### config.mk
export PLATFORM = sky130hd
export DESIGN_NAME = multiply_fix_pipe
export DESIGN_NICKNAME = d
export VERILOG_FILES = /design/src/rtl/multiply_fix_pipe.sv
export SDC_FILE = /design/constraint.sdc
export NUM_CORES = 2
export LEC_CHECK = 0
export BUFFER_PORTS_ARGS = -buffer_cell sky130_fd_sc_hd__buf_2
export CORE_MARGIN = 1
export CORE_UTILIZATION = 23
export DETAILED_ROUTE_END_ITERATION = 6
export HOLD_SLACK_MARGIN = 0.15
export PLACE_DENSITY = 0.4
export SLEW_MARGIN = 30
export SYNTH_ARGS = -nofsm -noshare
export SYNTH_HDL_FRONTEND = slang
export SYNTH_SLANG_ARGS = --single-unit
### constraint.sdc
create_clock -name aclk -period 8.6 [get_ports aclk]
set_input_delay 0 -clock aclk [delete_from_list [all_inputs] [get_ports aclk]]
set_output_delay 0 -clock aclk [all_outputs]
set_load 0.03 [all_outputs]
### src/rtl/multiply_fix_pipe.sv
`default_nettype none
`timescale 1ns/1ps
// ============================================================================
//  Module   : multiply_fix_pipe
//  Purpose  : Pipelined fixed-point multiplier with AXI-Stream style ports.
//             It computes A*B and moves the binary point by OUTADDR, with
//             optional rounding, saturation and zero substitution. A range
//             flag is reported on tuser.
//  Revision : 1.0 - initial release
// ============================================================================
module multiply_fix_pipe #(
  parameter int DATAWIDTH_IN  = 32,
  parameter int DATAWIDTH_OUT = 60,
  parameter int OUTADDR       = 4,
  parameter int INVERSE       = 0,
  parameter int SIGNED        = 0,
  parameter int ROUND         = 0,
  parameter int SATURATE      = 0,
  parameter int ZERO_SUB      = 1,
  parameter int LATENCY       = 2
) (
  input  logic                     aclk,
  input  logic                     areset,
  input  logic                     s_axis_a_tvalid,
  input  logic [DATAWIDTH_IN-1:0]  s_axis_a_tdata,
  output logic                     s_axis_a_tready,
  input  logic                     s_axis_b_tvalid,
  input  logic [DATAWIDTH_IN-1:0]  s_axis_b_tdata,
  output logic                     s_axis_b_tready,
  output logic                     m_axis_result_tvalid,
  input  logic                     m_axis_result_tready,
  output logic [DATAWIDTH_OUT-1:0] m_axis_result_tdata,
  output logic                     m_axis_result_tuser
);

  // Full product width, shift-safe intermediate width, and range-check width.
  localparam int C_PW = 2 * DATAWIDTH_IN;
  localparam int C_IW = C_PW + OUTADDR + 1;
  localparam int C_EW = ((C_IW > DATAWIDTH_OUT) ? C_IW : DATAWIDTH_OUT) + 1;

  logic                     stall;
  logic                     accept_d;
  logic signed [C_PW-1:0]   a_ext;
  logic signed [C_PW-1:0]   b_ext;
  logic [C_PW-1:0]          prod_d;
  logic [C_PW-1:0]          prod_q [LATENCY];
  logic [LATENCY-1:0]       valid_q;

  logic [C_PW-1:0]          p_last;
  logic signed [C_IW-1:0]   p_ext;
  logic signed [C_IW-1:0]   q_shr;
  logic signed [C_IW-1:0]   q_val;
  logic                     rnd_bit;
  logic [C_EW-1:0]          q_wide;
  logic [C_EW-DATAWIDTH_OUT:0]   top_s;
  logic [C_EW-DATAWIDTH_OUT-1:0] top_u;
  logic                     ovf;
  logic [DATAWIDTH_OUT-1:0] sat_val;
  logic [DATAWIDTH_OUT-1:0] res_sel;
  logic [DATAWIDTH_OUT-1:0] res_fin;

  // Reset forces stall low so the input side looks ready while being flushed.
  assign stall           = valid_q[LATENCY-1] & ~m_axis_result_tready & ~areset;
  assign s_axis_a_tready = ~stall;
  assign s_axis_b_tready = ~stall;
  assign accept_d        = s_axis_a_tvalid & s_axis_b_tvalid & ~stall;

  // Operands are widened to the full product width so a single multiply
  // yields the exact 2N-bit result in either encoding.
  if (SIGNED != 0) begin : g_ext_signed
    assign a_ext = {{DATAWIDTH_IN{s_axis_a_tdata[DATAWIDTH_IN-1]}}, s_axis_a_tdata};
    assign b_ext = {{DATAWIDTH_IN{s_axis_b_tdata[DATAWIDTH_IN-1]}}, s_axis_b_tdata};
  end else begin : g_ext_unsigned
    assign a_ext = {{DATAWIDTH_IN{1'b0}}, s_axis_a_tdata};
    assign b_ext = {{DATAWIDTH_IN{1'b0}}, s_axis_b_tdata};
  end

  assign prod_d = a_ext * b_ext;

  // Product/valid shift register; every stage freezes together on stall.
  always_ff @(posedge aclk) begin
    if (areset) begin
      valid_q <= '0;
      for (int i = 0; i < LATENCY; i++) prod_q[i] <= '0;
    end else if (!stall) begin
      valid_q[0] <= accept_d;
      prod_q[0]  <= prod_d;
      for (int i = 1; i < LATENCY; i++) begin
        valid_q[i] <= valid_q[i-1];
        prod_q[i]  <= prod_q[i-1];
      end
    end
  end

  // Post-processing works on the last stage, so held outputs stay stable.
  assign p_last = prod_q[LATENCY-1];
  assign p_ext  = (SIGNED != 0) ? {{(C_IW-C_PW){p_last[C_PW-1]}}, p_last}
                                : {{(C_IW-C_PW){1'b0}}, p_last};

  // Round-half-up adds the highest bit shifted out (extended bit for big shifts).
  if ((ROUND != 0) && (OUTADDR > 0) && (INVERSE == 0)) begin : g_round
    assign rnd_bit = p_ext[OUTADDR-1];
  end else begin : g_no_round
    assign rnd_bit = 1'b0;
  end

  // Shift kept separate from the rounding add so >>> stays arithmetic.
  assign q_shr = (INVERSE != 0) ? (p_ext <<< OUTADDR) : (p_ext >>> OUTADDR);
  assign q_val = q_shr + {{(C_IW-1){1'b0}}, rnd_bit};
  assign q_wide = {{(C_EW-C_IW){q_val[C_IW-1]}}, q_val};
  assign top_s  = q_wide[C_EW-1:DATAWIDTH_OUT-1];
  assign top_u  = q_wide[C_EW-1:DATAWIDTH_OUT];

  // Range check, clamp/wrap selection and zero substitution.
  always_comb begin
    ovf     = 1'b0;
    sat_val = '1;
    if (SIGNED != 0) begin
      ovf     = ~((&top_s) | ~(|top_s));
      sat_val = q_wide[C_EW-1] ? {1'b1, {(DATAWIDTH_OUT-1){1'b0}}}
                               : {1'b0, {(DATAWIDTH_OUT-1){1'b1}}};
    end else begin
      ovf = |top_u;
    end
    res_sel = (ovf && (SATURATE != 0)) ? sat_val : q_wide[DATAWIDTH_OUT-1:0];
    res_fin = res_sel;
    if ((ZERO_SUB != 0) && (res_sel == '0)) begin
      res_fin = {{(DATAWIDTH_OUT-1){1'b0}}, 1'b1};
    end
  end

  // Idle output is forced to zero so stale pipeline data never leaks out.
  assign m_axis_result_tvalid = valid_q[LATENCY-1];
  assign m_axis_result_tdata  = valid_q[LATENCY-1] ? res_fin : '0;
  assign m_axis_result_tuser  = valid_q[LATENCY-1] & ovf;

endmodule
`default_nettype wire

==> out/metrics.yaml <==
clock_skew_ns: 0.00660
yosys-top-cells-count: "fa_1 (896), inv_1 (865), and2_1 (661), nand2_1 (488), ha_1 (260)"
status: "complete, but fails checks"
drv_slew: 0
drtIter0Drc: 1459
cts.sinks: 122
io_pins: 133
postCtsSetupBuffers: 0
cp.arrival_ns: 7.76
dieArea_um2: 168000
cts_buffer_depth: 2
die_h_um: 410
syn_avg_cell_area_um2: 9.40
ys_warn_count: 0
routed_wl_um: 124000
cts_buffers: 17
critPathMostFrequentCell: "fa_1"
reg2reg_from: "valid_q[1]"
r2r_cells: 5
cap_violations: 0
yosys_register_bits: 122
synth_area_leaders: "fa_1 (47%), and2_1 (11%), edfxtp_1 (9.4%)"
cp_slowest_stage_delay_ns: 0.58
synthArstFlopShare_pct: 0
worst_slew_pin_slew_ns: 0.948
grt_pass1_wl_um: 190000
cp-start-kind: "primary input"
relSlewSlack_pct: 36.8
wl_per_cell_um: 19.8
violations: "design-rule violations"
grt_pass1_vias: 29400
grt_overflow_total: 0
wl_met1_um: 60000
clk_pin_slew_ns: 0.06
timing.rr.end: "prod_q[0][97]"
gp_congestion: 0.837
wl_met3_um: 4810
yosysTopAreaCell: "fa_1"
start_util_pct: 23.2
setup_tns_ns: 0
area_delta_synth_final_pct: 9.68
hold_viol: 0
hold_end: "valid_q[1]"
drive_gt1_share_pct: 6.22
rsz0062_at_grt: "false"
cp-end-kind: "flop"
syn_nets: 5298
ys_seq_area_share_pct: 9.52
detail-route-antenna-nets: 0
clock_latency_ns: 0.41
clockRootBuffer: "clkbuf_16"
route.detailed.drc: 96
die_w_um: 410
dp_cells: 6222
core_um2: 165000
min_from: "valid_q[0]"
pre_cts_slack_ns: 0.523
wl_met2_um: 57800
first_pass_iters: 7
synth_cell_types: 63
hp-class: "reg2reg"
yosysTopAreaCellShare_pct: 46.9
synthCells: 4073
cts_tree: "done"
gr-usage-all-layers_pct: 14.9
hold_slack_ns: 0.485
nNetsFinal: 5280
fp-row-count: 149
slowest_stage: "buf_2"
htree_num_levels: 4
hpwl_um: 104000
worstSetupPathType: "in2reg"
vias: 26700
setup_violations: 0
finalCritPeriodShare_pct: 88.7
antenna_found_initial: 11
ys.flop_type: "edfxtp_1"
vias_per_cell: 4.26
syn_area_um2: 38300
min_delay_path_depth: 2
cp_max_fo: 32
crit_required_ns: 8.73
synth_most_common_cell: "fa_1"
num-fill-cells: 18000
grt_max_degree: 81
instances_no_fill: 6262
post-route-min-period_ns: 7.63
fin_ws_ns: 0.970
r2r_slack_ns: 6.14
highest_layer: "met5"
fmax_mhz: 131
port_buffers: 131
synth_enable_flop_cells: 120
-- layout make-up --
| cell class | count | area [µm²] | share of cell area, % |
|---|---|---|---|
| diodes | 5 | 12.5 | 0.0298 |
| repair buffers | 207 | 1280 | 3.04 |
| inverters | 865 | 3250 | 7.73 |
| multi-input cells | 2842 | 30500 | 72.6 |
| clock buffers | 17 | 425 | 1.01 |
| well taps | 2189 | 2740 | 6.52 |
| clock inverters | 15 | 175 | 0.417 |
| flip-flops and latches | 122 | 3640 | 8.68 |
-- how the worst max path moves through the flow --
stage / start / to / slack [ns] / cells past startpoint
6_report: s_axis_b_tdata[5] / prod_q[0][51] / 0.97 / 25
4_1_cts: s_axis_b_tdata[5] / prod_q[0][51] / 0.95 / 25
3_5_place_dp: s_axis_a_tdata[18] / prod_q[0][51] / 0.52 / 24
5_1_grt: s_axis_b_tdata[5] / prod_q[0][51] / 0.57 / 25
2_1_floorplan: s_axis_b_tdata[8] / prod_q[0][59] / 1.74 / 26
3_3_place_gp: s_axis_a_tdata[18] / prod_q[0][51] / 0.56 / 25
-- through the flow --
stage                     util [%]  instance area [µm²]
after floorplan                  -                38300
after global placement        25.0                41300
after detailed placement      25.0                41300
after CTS                     25.4                42000
after global routing          25.4                42000
final                         25.4                42000
-- cell usage in the layout, fill, tap and decap left out, types with 5 or more instances in the layout --
cell type and n:
xor2_1 24, diode_2 5, nand2b_1 5, a21boi_0 5, nand3_1 14, and2_1 661
inv_1 865, fa_1 896, o21ai_0 43, ha_1 260, and3_1 64, edfxtp_1 120
o21bai_1 11, nor4_1 17, buf_2 131, xnor2_1 32, nor2_1 92, nand2_1 488
a221oi_1 6, nor3_1 18, nand4_1 27, a31oi_1 9, a21oi_1 73, a21o_1 27
buf_4 70, clkbuf_16 17, o21a_1 8
-- critical path, delay by kind of cell --
kind | cells | cell delay [ns]
AO/OA/AOI/OAI | 2 | 0.43
XOR/XNOR | 1 | 0.23
adder cells (fa/ha/maj) | 9 | 4.50
buffers and inverters | 6 | 0.84
AND/OR/NAND/NOR | 7 | 1.73
-- routing by layer --
metal	global-route usage [%]	vias up
met5	0	-
met4	1.70	6
met3	1.64	69
met2	24.6	499
met1	21.6	14100
li1	-	12000
-- flip-flops by register name, summed over array words and instances, names as in the netlist --
register	cells
prod_q	120
valid_q	2
-- logic make-up (layout without fill, tap and decap cells) --
group / Yosys count / in the layout / synth area share [%]
simple gates: 1410 / 1410 / 19.2
fa+ha+maj: 1156 / 1156 / 55.4
buf+inv: 1109 / 1104 / 10.9
compound gates: 217 / 217 / 3.62
flops: 122 / 122 / 9.52
xor+xnor: 56 / 56 / 1.28
mux: 2 / 2 / 0.0523
other cells: 1 / 6 / 0.00980
-- what timing repair did --
action | in CTS | in global routing
hold endpoints to repair | 2 | 0
hold buffers | 3 | 0
resized for setup | 0 | 0
Power is left out: the tool's default activity adds up to more than one toggle a clock period on the data nets, which glitch-free logic cannot reach.
